## config.mk

```make
export PLATFORM = sky130hd
export DESIGN_NAME = conversor_bcd_display_flat
export DESIGN_NICKNAME = d
export VERILOG_FILES = /design/src/rtl/conversor_bcd_display_pkg.sv /design/src/rtl/conversor_bcd_display_if.sv /design/src/rtl/conversor_bcd_display_decod_bcd7.sv /design/src/rtl/conversor_bcd_display.sv /design/src/flat_wrapper.sv
export SDC_FILE = /design/constraint.sdc
export NUM_CORES = 1
export LEC_CHECK = 0
export BUFFER_PORTS_ARGS = -buffer_cell sky130_fd_sc_hd__buf_4
export CORE_MARGIN = 2
export CORE_UTILIZATION = 35
export DETAILED_ROUTE_END_ITERATION = 12
export PLACE_DENSITY_LB_ADDON = 0.3
export SYNTH_ARGS = -nofsm -noshare
export SYNTH_HDL_FRONTEND = slang
export SYNTH_SLANG_ARGS = --single-unit
```

## constraint.sdc

```tcl
create_clock -name clk -period 3.9 [get_ports clk]
set_input_delay 0.195 -clock clk [delete_from_list [all_inputs] [get_ports clk]]
set_output_delay 0.195 -clock clk [all_outputs]
set_load 0.005 [all_outputs]
```

## src/rtl/conversor_bcd_display_pkg.sv

```systemverilog
// Shared definitions for the BCD display output stage: FSM encoding,
// 7-segment constants (active-low {g,f,e,d,c,b,a}) and the double-dabble
// add-3 helper.
package conversor_bcd_display_pkg;

    typedef enum logic [1:0] {
        ST_IDLE   = 2'd0,
        ST_SHIFT  = 2'd1,
        ST_UPDATE = 2'd2
    } state_t;

    localparam logic [6:0] SEG_0     = 7'b1000000;
    localparam logic [6:0] SEG_1     = 7'b1111001;
    localparam logic [6:0] SEG_2     = 7'b0100100;
    localparam logic [6:0] SEG_3     = 7'b0110000;
    localparam logic [6:0] SEG_4     = 7'b0011001;
    localparam logic [6:0] SEG_5     = 7'b0010010;
    localparam logic [6:0] SEG_6     = 7'b0000010;
    localparam logic [6:0] SEG_7     = 7'b1111000;
    localparam logic [6:0] SEG_8     = 7'b0000000;
    localparam logic [6:0] SEG_9     = 7'b0010000;
    localparam logic [6:0] SEG_BLANK = 7'b1111111;

    // A nibble at or above this value would overflow past 9 when doubled.
    localparam logic [3:0] ADD3_THRESHOLD = 4'd5;

    // Double-dabble correction applied to one BCD digit before each shift.
    function automatic logic [3:0] add3_nibble(input logic [3:0] nib);
        if (nib >= ADD3_THRESHOLD) begin
            return nib + 4'd3;
        end else begin
            return nib;
        end
    endfunction

endpackage

```

## src/rtl/conversor_bcd_display_if.sv

```systemverilog
// Bus between the processor's OUT path and the display stage.
interface conversor_bcd_display_if #(
    parameter int WIDTH = 32
);
    logic             ld;
    logic [WIDTH-1:0] valor;
    logic             busy;
    logic             pend;
    logic             done;
    logic [6:0]       display0;
    logic [6:0]       display1;
    logic [6:0]       display2;
    logic [6:0]       display3;
    logic [6:0]       display4;
    logic [6:0]       display5;
    logic [6:0]       display6;
    logic [6:0]       display7;

    modport master (
        output ld, valor,
        input  busy, pend, done,
        input  display0, display1, display2, display3,
        input  display4, display5, display6, display7
    );

    modport slave (
        input  ld, valor,
        output busy, pend, done,
        output display0, display1, display2, display3,
        output display4, display5, display6, display7
    );
endinterface

```

## src/rtl/conversor_bcd_display_decod_bcd7.sv

```systemverilog
// One BCD digit to active-low 7-segment pattern; non-decimal codes blank.
module decod_bcd7
    import conversor_bcd_display_pkg::*;
(
    input  logic [3:0] digit,
    output logic [6:0] seg
);

    // Segment lookup for a single digit.
    always_comb begin
        seg = SEG_BLANK;
        case (digit)
            4'd0:    seg = SEG_0;
            4'd1:    seg = SEG_1;
            4'd2:    seg = SEG_2;
            4'd3:    seg = SEG_3;
            4'd4:    seg = SEG_4;
            4'd5:    seg = SEG_5;
            4'd6:    seg = SEG_6;
            4'd7:    seg = SEG_7;
            4'd8:    seg = SEG_8;
            4'd9:    seg = SEG_9;
            default: seg = SEG_BLANK;
        endcase
    end

endmodule

```

## src/rtl/conversor_bcd_display.sv

```systemverilog
// Output stage: sequential double-dabble binary-to-BCD conversion (one bit
// per cycle) feeding eight registered active-low 7-segment displays, with a
// one-deep pending buffer so back-to-back OUT instructions are not lost.
module conversor_bcd_display
    import conversor_bcd_display_pkg::*;
#(
    parameter int WIDTH       = 32,
    parameter int BCD_DIGITS  = 10,
    parameter int BLANK_ZEROS = 0
) (
    input  logic                  clk,
    input  logic                  reset,
    conversor_bcd_display_if.slave bus
);

    localparam int CNT_W = (WIDTH > 1) ? $clog2(WIDTH) : 1;
    localparam int BCD_W = 4 * BCD_DIGITS;

    state_t             state_r;
    logic [WIDTH-1:0]   shift_r;
    logic [BCD_W-1:0]   bcd_r;
    logic [BCD_W-1:0]   bcd_adj_s;
    logic [CNT_W-1:0]   cnt_r;
    logic [WIDTH-1:0]   pend_val_r;
    logic               pend_r;
    logic               busy_r;
    logic               done_r;
    logic [6:0]         disp_r   [8];
    logic [6:0]         seg_s    [8];
    logic [6:0]         seg_out_s[8];
    logic               nz_s;

    // Add-3 correction on every BCD nibble in parallel.
    always_comb begin
        bcd_adj_s = bcd_r;
        for (int i = 0; i < BCD_DIGITS; i++) begin
            bcd_adj_s[4*i +: 4] = add3_nibble(bcd_r[4*i +: 4]);
        end
    end

    // Eight digit decoders, one per display.
    for (genvar g = 0; g < 8; g++) begin : g_dec
        decod_bcd7 u_dec (
            .digit (bcd_r[4*g +: 4]),
            .seg   (seg_s[g])
        );
    end

    // Leading-zero blanking: a display blanks when it and all digits above are zero.
    always_comb begin
        nz_s = 1'b0;
        for (int i = 7; i >= 0; i--) begin
            nz_s = nz_s | (bcd_r[4*i +: 4] != 4'd0);
            if ((BLANK_ZEROS != 0) && (i >= 1) && !nz_s) begin
                seg_out_s[i] = SEG_BLANK;
            end else begin
                seg_out_s[i] = seg_s[i];
            end
        end
    end

    // Conversion FSM, datapath, pending buffer and display registers.
    always_ff @(posedge clk) begin
        if (reset) begin
            state_r    <= ST_IDLE;
            shift_r    <= '0;
            bcd_r      <= '0;
            cnt_r      <= '0;
            pend_val_r <= '0;
            pend_r     <= 1'b0;
            busy_r     <= 1'b0;
            done_r     <= 1'b0;
            for (int i = 0; i < 8; i++) begin
                disp_r[i] <= SEG_BLANK;
            end
        end else begin
            done_r <= 1'b0;
            case (state_r)
                ST_IDLE: begin
                    if (bus.ld) begin
                        shift_r <= bus.valor;
                        bcd_r   <= '0;
                        cnt_r   <= '0;
                        busy_r  <= 1'b1;
                        state_r <= ST_SHIFT;
                    end else if (pend_r) begin
                        shift_r <= pend_val_r;
                        bcd_r   <= '0;
                        cnt_r   <= '0;
                        pend_r  <= 1'b0;
                        busy_r  <= 1'b1;
                        state_r <= ST_SHIFT;
                    end else begin
                        state_r <= ST_IDLE;
                    end
                end
                ST_SHIFT: begin
                    bcd_r   <= {bcd_adj_s[BCD_W-2:0], shift_r[WIDTH-1]};
                    shift_r <= {shift_r[WIDTH-2:0], 1'b0};
                    cnt_r   <= cnt_r + {{(CNT_W-1){1'b0}}, 1'b1};
                    if (cnt_r == CNT_W'(WIDTH - 1)) begin
                        state_r <= ST_UPDATE;
                    end else begin
                        state_r <= ST_SHIFT;
                    end
                    if (bus.ld) begin
                        pend_val_r <= bus.valor;
                        pend_r     <= 1'b1;
                    end else begin
                        pend_r     <= pend_r;
                    end
                end
                ST_UPDATE: begin
                    for (int i = 0; i < 8; i++) begin
                        disp_r[i] <= seg_out_s[i];
                    end
                    done_r <= 1'b1;
                    if (pend_r) begin
                        shift_r <= pend_val_r;
                        bcd_r   <= '0;
                        cnt_r   <= '0;
                        pend_r  <= 1'b0;
                        state_r <= ST_SHIFT;
                    end else begin
                        busy_r  <= 1'b0;
                        state_r <= ST_IDLE;
                    end
                    // A value arriving now waits for the next conversion slot.
                    if (bus.ld) begin
                        pend_val_r <= bus.valor;
                        pend_r     <= 1'b1;
                    end else begin
                        pend_val_r <= pend_val_r;
                    end
                end
                default: begin
                    busy_r  <= 1'b0;
                    state_r <= ST_IDLE;
                end
            endcase
        end
    end

    assign bus.busy     = busy_r;
    assign bus.pend     = pend_r;
    assign bus.done     = done_r;
    assign bus.display0 = disp_r[0];
    assign bus.display1 = disp_r[1];
    assign bus.display2 = disp_r[2];
    assign bus.display3 = disp_r[3];
    assign bus.display4 = disp_r[4];
    assign bus.display5 = disp_r[5];
    assign bus.display6 = disp_r[6];
    assign bus.display7 = disp_r[7];

endmodule

```

## src/flat_wrapper.sv

```systemverilog
// flat-port wrapper written by rule: the top's interface ports become plain ports
module conversor_bcd_display_flat import conversor_bcd_display_pkg::*;
#(
    parameter int WIDTH       = 32,
    parameter int BCD_DIGITS  = 10,
    parameter int BLANK_ZEROS = 0
)
  (clk, reset, bus_ld, bus_valor, bus_busy, bus_pend, bus_done, bus_display0, bus_display1, bus_display2, bus_display3, bus_display4, bus_display5, bus_display6, bus_display7);
  conversor_bcd_display_if #(.WIDTH(WIDTH)) bus_i ();
  input  logic clk;
  input  logic reset;
  input wire logic [$bits(bus_i.ld)-1:0] bus_ld;
  input wire logic [$bits(bus_i.valor)-1:0] bus_valor;
  output wire logic [$bits(bus_i.busy)-1:0] bus_busy;
  output wire logic [$bits(bus_i.pend)-1:0] bus_pend;
  output wire logic [$bits(bus_i.done)-1:0] bus_done;
  output wire logic [$bits(bus_i.display0)-1:0] bus_display0;
  output wire logic [$bits(bus_i.display1)-1:0] bus_display1;
  output wire logic [$bits(bus_i.display2)-1:0] bus_display2;
  output wire logic [$bits(bus_i.display3)-1:0] bus_display3;
  output wire logic [$bits(bus_i.display4)-1:0] bus_display4;
  output wire logic [$bits(bus_i.display5)-1:0] bus_display5;
  output wire logic [$bits(bus_i.display6)-1:0] bus_display6;
  output wire logic [$bits(bus_i.display7)-1:0] bus_display7;
  assign bus_i.ld = bus_ld;
  assign bus_i.valor = bus_valor;
  assign bus_busy = bus_i.busy;
  assign bus_pend = bus_i.pend;
  assign bus_done = bus_i.done;
  assign bus_display0 = bus_i.display0;
  assign bus_display1 = bus_i.display1;
  assign bus_display2 = bus_i.display2;
  assign bus_display3 = bus_i.display3;
  assign bus_display4 = bus_i.display4;
  assign bus_display5 = bus_i.display5;
  assign bus_display6 = bus_i.display6;
  assign bus_display7 = bus_i.display7;
  conversor_bcd_display #(.WIDTH(WIDTH), .BCD_DIGITS(BCD_DIGITS), .BLANK_ZEROS(BLANK_ZEROS)) u_core (.clk(clk), .reset(reset), .bus(bus_i));
endmodule
```

==> results of run 1 <==
[power groups by stage]
stage | logic (mW) | clock network (mW) | registers (mW)
after floorplan | 0.246 | 0 | 2.46
after global placement | 0.405 | 0 | 2.47
after detailed placement | 0.411 | 0 | 2.47
after CTS | 0.439 | 2.44 | 2.42
after global routing | 0.479 | 2.53 | 2.43
final | 0.438 | 2.39 | 2.42
[metrics by stage]
stage               instances    util
CTS                      1705  0.4269
detailed placement       1628  0.3889
floorplan                1194       -
global route             1705  0.4269
finish                   1705  0.4269
global placement         1628  0.3889
[timing repair]
item,CTS,global route
hold buffers,32,0
hold endpoints to repair,32,0
setup endpoints to repair,0,0
[worst min-delay path: stages]
cell      delay, ns
buf_4          0.14
o21ai_0        0.08
a211oi_1       0.07
[cell families after synthesis]
logic type,count (synthesis)
fa+ha+maj,62
compound gates,376
simple gates,374
buf+inv,146
flops,218
xor+xnor,11
mux,7
[final timing paths]
check | cells after the start | end | slack (ns) | start
min reg2reg | 2 | u_core.pend_val_r[23]$_SDFFE_PP0P_ | 0.45 | u_core.pend_val_r[23]$_SDFFE_PP0P_
max reg2reg | 12 | u_core.g_dec[2].u_dec.seg[3]$_DFF_P_ | 0.58 | u_core.state_r[0]$_SDFF_PP0_
max | 12 | u_core.g_dec[2].u_dec.seg[3]$_DFF_P_ | 0.58 | u_core.state_r[0]$_SDFF_PP0_
min | 3 | u_core.bus.pend$_SDFFE_PP0P_ | 0.02 | bus_ld
[area by class of cell]
| class | instances | area share |
|---|---|---|
| clock buffer | 32 | 0.05082 |
| clock inverter | 13 | 0.01355 |
| inverter | 71 | 0.02046 |
| multi-input combinational | 830 | 0.4093 |
| sequential | 218 | 0.3781 |
| tap | 396 | 0.03804 |
| timing repair buffer | 145 | 0.08973 |
[cell usage after synthesis, drive strengths merged, types with 2 or more instances]
cell    number  area (sq um)
dfxtp      162          3243
nand2      134         508.0
a21oi      120         604.3
o21ai       88         440.4
nor2        81         306.6
inv         71         266.5
ha          62         775.7
nand2b      59         369.1
edfxtp      56          1682
clkbuf      52         195.2
a22oi       46         350.3
o221a       33         371.6
buf         23         126.4
or2         22         137.6
and2        21         131.4
o211ai      13         112.6
a31oi       12         90.09
nor3b       12         90.09
nand3       10         50.05
nor3         9         55.05
xnor2        8         70.07
a211oi       7         52.55
a22o         7         61.31
and3         7         43.79
mux2i        7         70.07
nor2b        7         43.79
a21o         6         45.04
a211o        5         43.79
a32oi        5         43.79
nand4        5         31.28
or3b         5         43.80
a221oi       4         35.03
a31o         4         35.03
o31a         4         35.03
o31ai        4         43.79
a311o        3         30.03
o21a         3         22.52
o32ai        3         60.06
xor2         3         26.28
a311oi       2         17.52
o21bai       2         15.01
o22ai        2         12.51
[state kept, by name, summed over array words and instances (netlist names)]
signal                  count
u_core.pend_val_r          32
u_core.g_dec.u_dec.seg     56
u_core.bus.pend             1
u_core.state_r              2
u_core.bus.done             1
u_core.bcd_r               32
u_core.shift_r             32
u_core.cnt_r                5
u_core.disp_r              56
u_core.bus.busy             1
[per-layer routing]
layer,part of all wire,wire [um]
met5,0,0
met4,0.016,409
met3,0.054,1406
met1,0.46,11980
met2,0.47,12120
==> results.sh, run 1 <==
export IMPL_status="finished, final reports clean"
export IMPL_placed_area_sq_um=11870
export IMPL_syn_instance_count=1194
export IMPL_clock_latency_ns=0.51
export IMPL_grt_total_usage=0.1577
export IMPL_antenna_found_initial=1
export IMPL_path_cells="inv_1 > ha_1 > buf_4 > inv_1 > nor3_2 > buf_4 > o21ai_0 > a21oi_1 > inv_1 > ha_1 > or3b_1 > a31oi_1"
export IMPL_whs_ns=0.02140
export IMPL_mostFrequentLayoutCells="dfxtp_1 (162), nand2_1 (132), a21oi_1 (119)"
export IMPL_worst_pin_slew_ns=1.088
export IMPL_synth_fp_nets=1291
export IMPL_syn_area_per_cell_sq_um=9.071
export IMPL_critPathMaxFanout=19
export IMPL_muxShareOfSynthArea=0.006470
export IMPL_ys_seq_area_frac=0.4547
export IMPL_root_buffer="clkbuf_16"
export IMPL_dr_pass1_iters=5
export IMPL_final_min_clock_period_ns=3.324
export IMPL_antenna_cells=0
export IMPL_core_sq_um=30510
export IMPL_cp_required_ns=4.34
export IMPL_start_util=0.3550
export IMPL_wl_mm=25.92
export IMPL_power_mw=5.244
export IMPL_grt_start_max_net_pins=71
export IMPL_gp_congestion=0.8516
export IMPL_mostFrequentLayoutCell="dfxtp_1"
export IMPL_setup_viol=0
export IMPL_grt_pass1_vias=8552
export IMPL_seq_power_share=0.461
export IMPL_holdCritPathClass="in2reg"
export IMPL_drive_gt1_frac=0.1772
export IMPL_post_cts_buffers=0
export IMPL_synth_simple_gate_area_share=0.1687
export IMPL_p_switching_mw=1.202
export IMPL_io_buffers=93
export IMPL_power_frac_comb=0.084
export IMPL_synth_edf_count=56
export IMPL_chipHeight_um=179.9
export IMPL_met3_usage=0.02735
export IMPL_hold_viol_final=0
export IMPL_synth_top_family_by_area="compound AO/OA/AOI/OAI gates"
export IMPL_route_vias_total=8837
export IMPL_crit_top_cell="inv_1"
export IMPL_synthFlopType="dfxtp_1"
export IMPL_tns_ns=0
export IMPL_start_kind="flip-flop"
export IMPL_ys_types=64
export IMPL_drtIter0Drc=671
export IMPL_synth_compound_area_frac=0.2353
export IMPL_internal_power_mw=4.042
export IMPL_finalMaxSlewViolations=0
export IMPL_critPathCaptureType="flip-flop"
export IMPL_dp_hpwl_mm=16.72
export IMPL_cts_buffers=25
export IMPL_rsz0062_at_grt="false"
export IMPL_ir_worst_vdd_mv=0.2886
export IMPL_multi_input_area_sq_um=5330
export IMPL_arrival_ns=3.77
export IMPL_leakage_nw=5.110
export IMPL_ant_nets=0
export IMPL_grt_busiest_layer="met2"
export IMPL_fmax_mhz=300.8
export IMPL_maxCapViolations=0
export IMPL_cts_htree_levels=1
export IMPL_clk_path_buf_depth=3
export IMPL_syn2layout_area_growth_pct=20.25
export IMPL_synth_xor_area_frac=0.008896
export IMPL_power_density_nw_per_um2=402.6
export IMPL_async_flop_share=0
export IMPL_n_fill_cell=2967
export IMPL_routed_via_density=5.183
export IMPL_cts_tree="done"
export IMPL_p_clk_frac=0.455
export IMPL_grt_use_met1=0.2096
export IMPL_nets=1388
export IMPL_yosys_warnings=0
export IMPL_yosys_register_bits=218
export IMPL_die_w_um=179.9
export IMPL_relSlewSlack=0.2745
export IMPL_remaining_drc_errors=0
export IMPL_num_rows=64
export IMPL_seq_area_sq_um=4925
export IMPL_crit_type="reg2reg"
export IMPL_synth_fa_ha_area_frac=0.07163
export IMPL_design_area_sq_um=13020
export IMPL_clock_sinks=218
export IMPL_cpLargestDelayFamily="buffers and inverters"
export IMPL_wl_per_cell_um=15.20
export IMPL_crit_buf_inv=5
export IMPL_path_clk_slew_ns=0.06
export IMPL_grt_use_met2=0.2677
export IMPL_crit_slowest_cell="ha_1"
export IMPL_cpPeakStageDelay_ns=0.40
export IMPL_fin_worst_skew_ns=0.009189
export IMPL_syn_area_sq_um=10830
export IMPL_io_pins=94
export IMPL_preCtsSetupSlack_ns=0.6021
export IMPL_setup_slack_ns=0.5756
export IMPL_post_cts_resized=0
export IMPL_period_share=0.8524
export IMPL_grt_pass1_wl_mm=43.39
export IMPL_dieArea_sq_um=32370
export IMPL_power_share_switching=0.2292
export IMPL_grt_ovfl_total=0
(Power assumes the default switching activity.)
==> run 2: changes to the inputs <==
--- a/config.mk
+++ b/config.mk
@@ -8,6 +8,7 @@
 export BUFFER_PORTS_ARGS = -buffer_cell sky130_fd_sc_hd__buf_4
 export CORE_MARGIN = 2
 export CORE_UTILIZATION = 35
+export CTS_BUF_LIST = sky130_fd_sc_hd__clkbuf_8
 export DETAILED_ROUTE_END_ITERATION = 12
 export PLACE_DENSITY_LB_ADDON = 0.3
 export SYNTH_ARGS = -nofsm -noshare
==> constraint.sdc (replaced) <==
create_clock -name clk -period 2.8 [get_ports clk]
set_input_delay 0.14 -clock clk [delete_from_list [all_inputs] [get_ports clk]]
set_output_delay 0.14 -clock clk [all_outputs]
set_load 0.005 [all_outputs]
==> results.sh, run 2 (synthesis gave the netlist of run 1 again) <==
export IMPL_p_switching_mw=1.759
export IMPL_power_density_nw_per_um2=547.5
export IMPL_clock_sinks=218
export IMPL_drtIter0Drc=596
export IMPL_io_pins=94
export IMPL_internal_power_mw=5.690
export IMPL_start_util=0.3550
export IMPL_n_fill_cell=2947
export IMPL_remaining_drc_errors=0
export IMPL_grt_total_usage=0.1634
export IMPL_relSlewSlack=0.6114
export IMPL_mostFrequentLayoutCell="dfxtp_1"
export IMPL_design_area_sq_um=13600
export IMPL_antenna_found_initial=1
export IMPL_holdCritPathClass="in2reg"
export IMPL_fin_worst_skew_ns=0.02175
export IMPL_drive_gt1_frac=0.2253
export IMPL_p_clk_frac=0.457
export IMPL_crit_type="reg2reg"
export IMPL_hold_viol_final=0
export IMPL_core_sq_um=30510
export IMPL_mostFrequentLayoutCells="dfxtp_1 (162), buf_4 (157), nand2_1 (132)"
export IMPL_dp_cells=1675
export IMPL_setup_viol=0
export IMPL_dieArea_sq_um=32370
export IMPL_wl_per_cell_um=15.07
export IMPL_dp_hpwl_mm=17.58
export IMPL_final_min_clock_period_ns=2.691
export IMPL_leakage_nw=5.471
export IMPL_cts_htree_levels=2
export IMPL_route_vias_total=9099
export IMPL_cp_required_ns=3.27
export IMPL_root_buffer="clkbuf_8"
export IMPL_maxCapViolations=0
export IMPL_chipHeight_um=179.9
export IMPL_finalMaxSlewViolations=0
export IMPL_cts_tree="done"
export IMPL_gp_congestion=0.8467
export IMPL_path_clk_slew_ns=0.06
export IMPL_critPathCaptureType="flip-flop"
export IMPL_power_frac_comb=0.091
export IMPL_setup_slack_ns=0.1086
export IMPL_placed_area_sq_um=12270
export IMPL_power_share_switching=0.2361
export IMPL_min_path_cells=4
export IMPL_cts_buffers=40
export IMPL_grt_ovfl_total=0
export IMPL_rsz0062_at_grt="true"
export IMPL_io_buffers=93
export IMPL_tns_ns=0
export IMPL_start_kind="flip-flop"
export IMPL_ant_nets=0
export IMPL_grt_start_max_net_pins=57
export IMPL_clk_path_buf_depth=3
export IMPL_stdcell_count=1786
export IMPL_arrival_ns=3.16
export IMPL_wl_mm=26.92
export IMPL_die_w_um=179.9
export IMPL_status="finished, final reports clean"
export IMPL_period_share=0.9612
export IMPL_syn2layout_area_growth_pct=25.61
export IMPL_fmax_mhz=371.6
export IMPL_grt_pass1_vias=8867
export IMPL_grt_pass1_wl_mm=44.52
export IMPL_num_rows=64
export IMPL_ir_worst_vdd_mv=0.3556
export IMPL_preCtsSetupSlack_ns=0.07681
export IMPL_seq_power_share=0.452
export IMPL_clock_latency_ns=0.54
export IMPL_nets=1455
export IMPL_critPathMaxFanout=10
export IMPL_dr_pass1_iters=6
export IMPL_routed_via_density=5.095
export IMPL_worst_pin_slew_ns=0.5823
export IMPL_worst_r2r_path_depth=11
==> run 2: cell count changes in the layout (fill, tap and decap cells not counted), moves of 4 or more <==
| cell | before | now |
|---|---|---|
| clkbuf_1 | 6 | 0 |
| inv_1 | 66 | 74 |
| clkbuf_8 | 1 | 49 |
| buf_12 | 0 | 4 |
| clkbuf_16 | 25 | 0 |
| a21oi_2 | 1 | 5 |
| a21oi_1 | 119 | 115 |
| buf_4 | 113 | 157 |
==> run 2: layer usage <==
metal,track usage,up-vias,share of wire
li1,-,4541,-
met1,0.2099,4276,0.46
met2,0.2731,228,0.47
met3,0.03100,54,0.049
met4,0.06049,0,0.029
met5,0,-,0
==> run 2: timing repair <==
action,CTS,global route
hold buffers,34,0
resized for setup,0,12
buffers inserted,0,3
endpoints found under the setup margin,0,23
hold endpoints to repair,37,0
==> run 2: final cells by class <==
type / count / area (sq um) / area share
clock inverters: 24 / 242.7 / 0.01784
multi-input cells: 830 / 5376 / 0.3952
well taps: 396 / 495.5 / 0.03642
inverters: 71 / 266.5 / 0.01959
clock buffers: 49 / 674.4 / 0.04957
diodes: 1 / 2.502 / 0.0001839
repair buffers: 197 / 1622 / 0.1192
flip-flops and latches: 218 / 4925 / 0.3620
==> run 2: path summary, 6_finish.rpt <==
check                           slack [ns]                              start                                    to
worst min register to register        0.45  u_core.pend_val_r[2]$_SDFFE_PP0P_     u_core.pend_val_r[2]$_SDFFE_PP0P_
worst min-delay path                  0.42                      bus_valor[26]    u_core.pend_val_r[26]$_SDFFE_PP0P_
worst max-delay path                  0.11       u_core.state_r[0]$_SDFF_PP0_  u_core.g_dec[2].u_dec.seg[3]$_DFF_P_
worst max register to register        0.11       u_core.state_r[0]$_SDFF_PP0_  u_core.g_dec[2].u_dec.seg[3]$_DFF_P_
==> run 2: power groups by stage <==
stage	Clock, mW	Combinational [mW]	Sequential (mW)
CTS	3.50	0.661	3.37
global placement	0	0.612	3.43
detailed placement	0	0.620	3.43
floorplan	0	0.343	3.43
finish	3.40	0.677	3.37
global route	3.65	0.740	3.38
==> run 2: stage by stage <==
step	hold slack, ns	utilization	power, mW
global placement	0.3980	0.4021	4.046
detailed placement	0.4064	0.4021	4.055
CTS	0.3868	0.4433	7.529
floorplan	0.2760	-	3.775
finish	0.4174	0.4459	7.448
global route	0.4252	0.4459	7.768
==> run 2: worst max-delay path, stage by stage, from the launching register on <==
cell and delay, ns:
dfxtp_1 0.37, inv_1 0.07, ha_1 0.36, nor2b_2 0.24
o31ai_4 0.10, buf_4 0.16, buf_6 0.14, a22oi_1 0.27
nor2_1 0.13, ha_1 0.31, or3b_1 0.34, a31oi_1 0.16
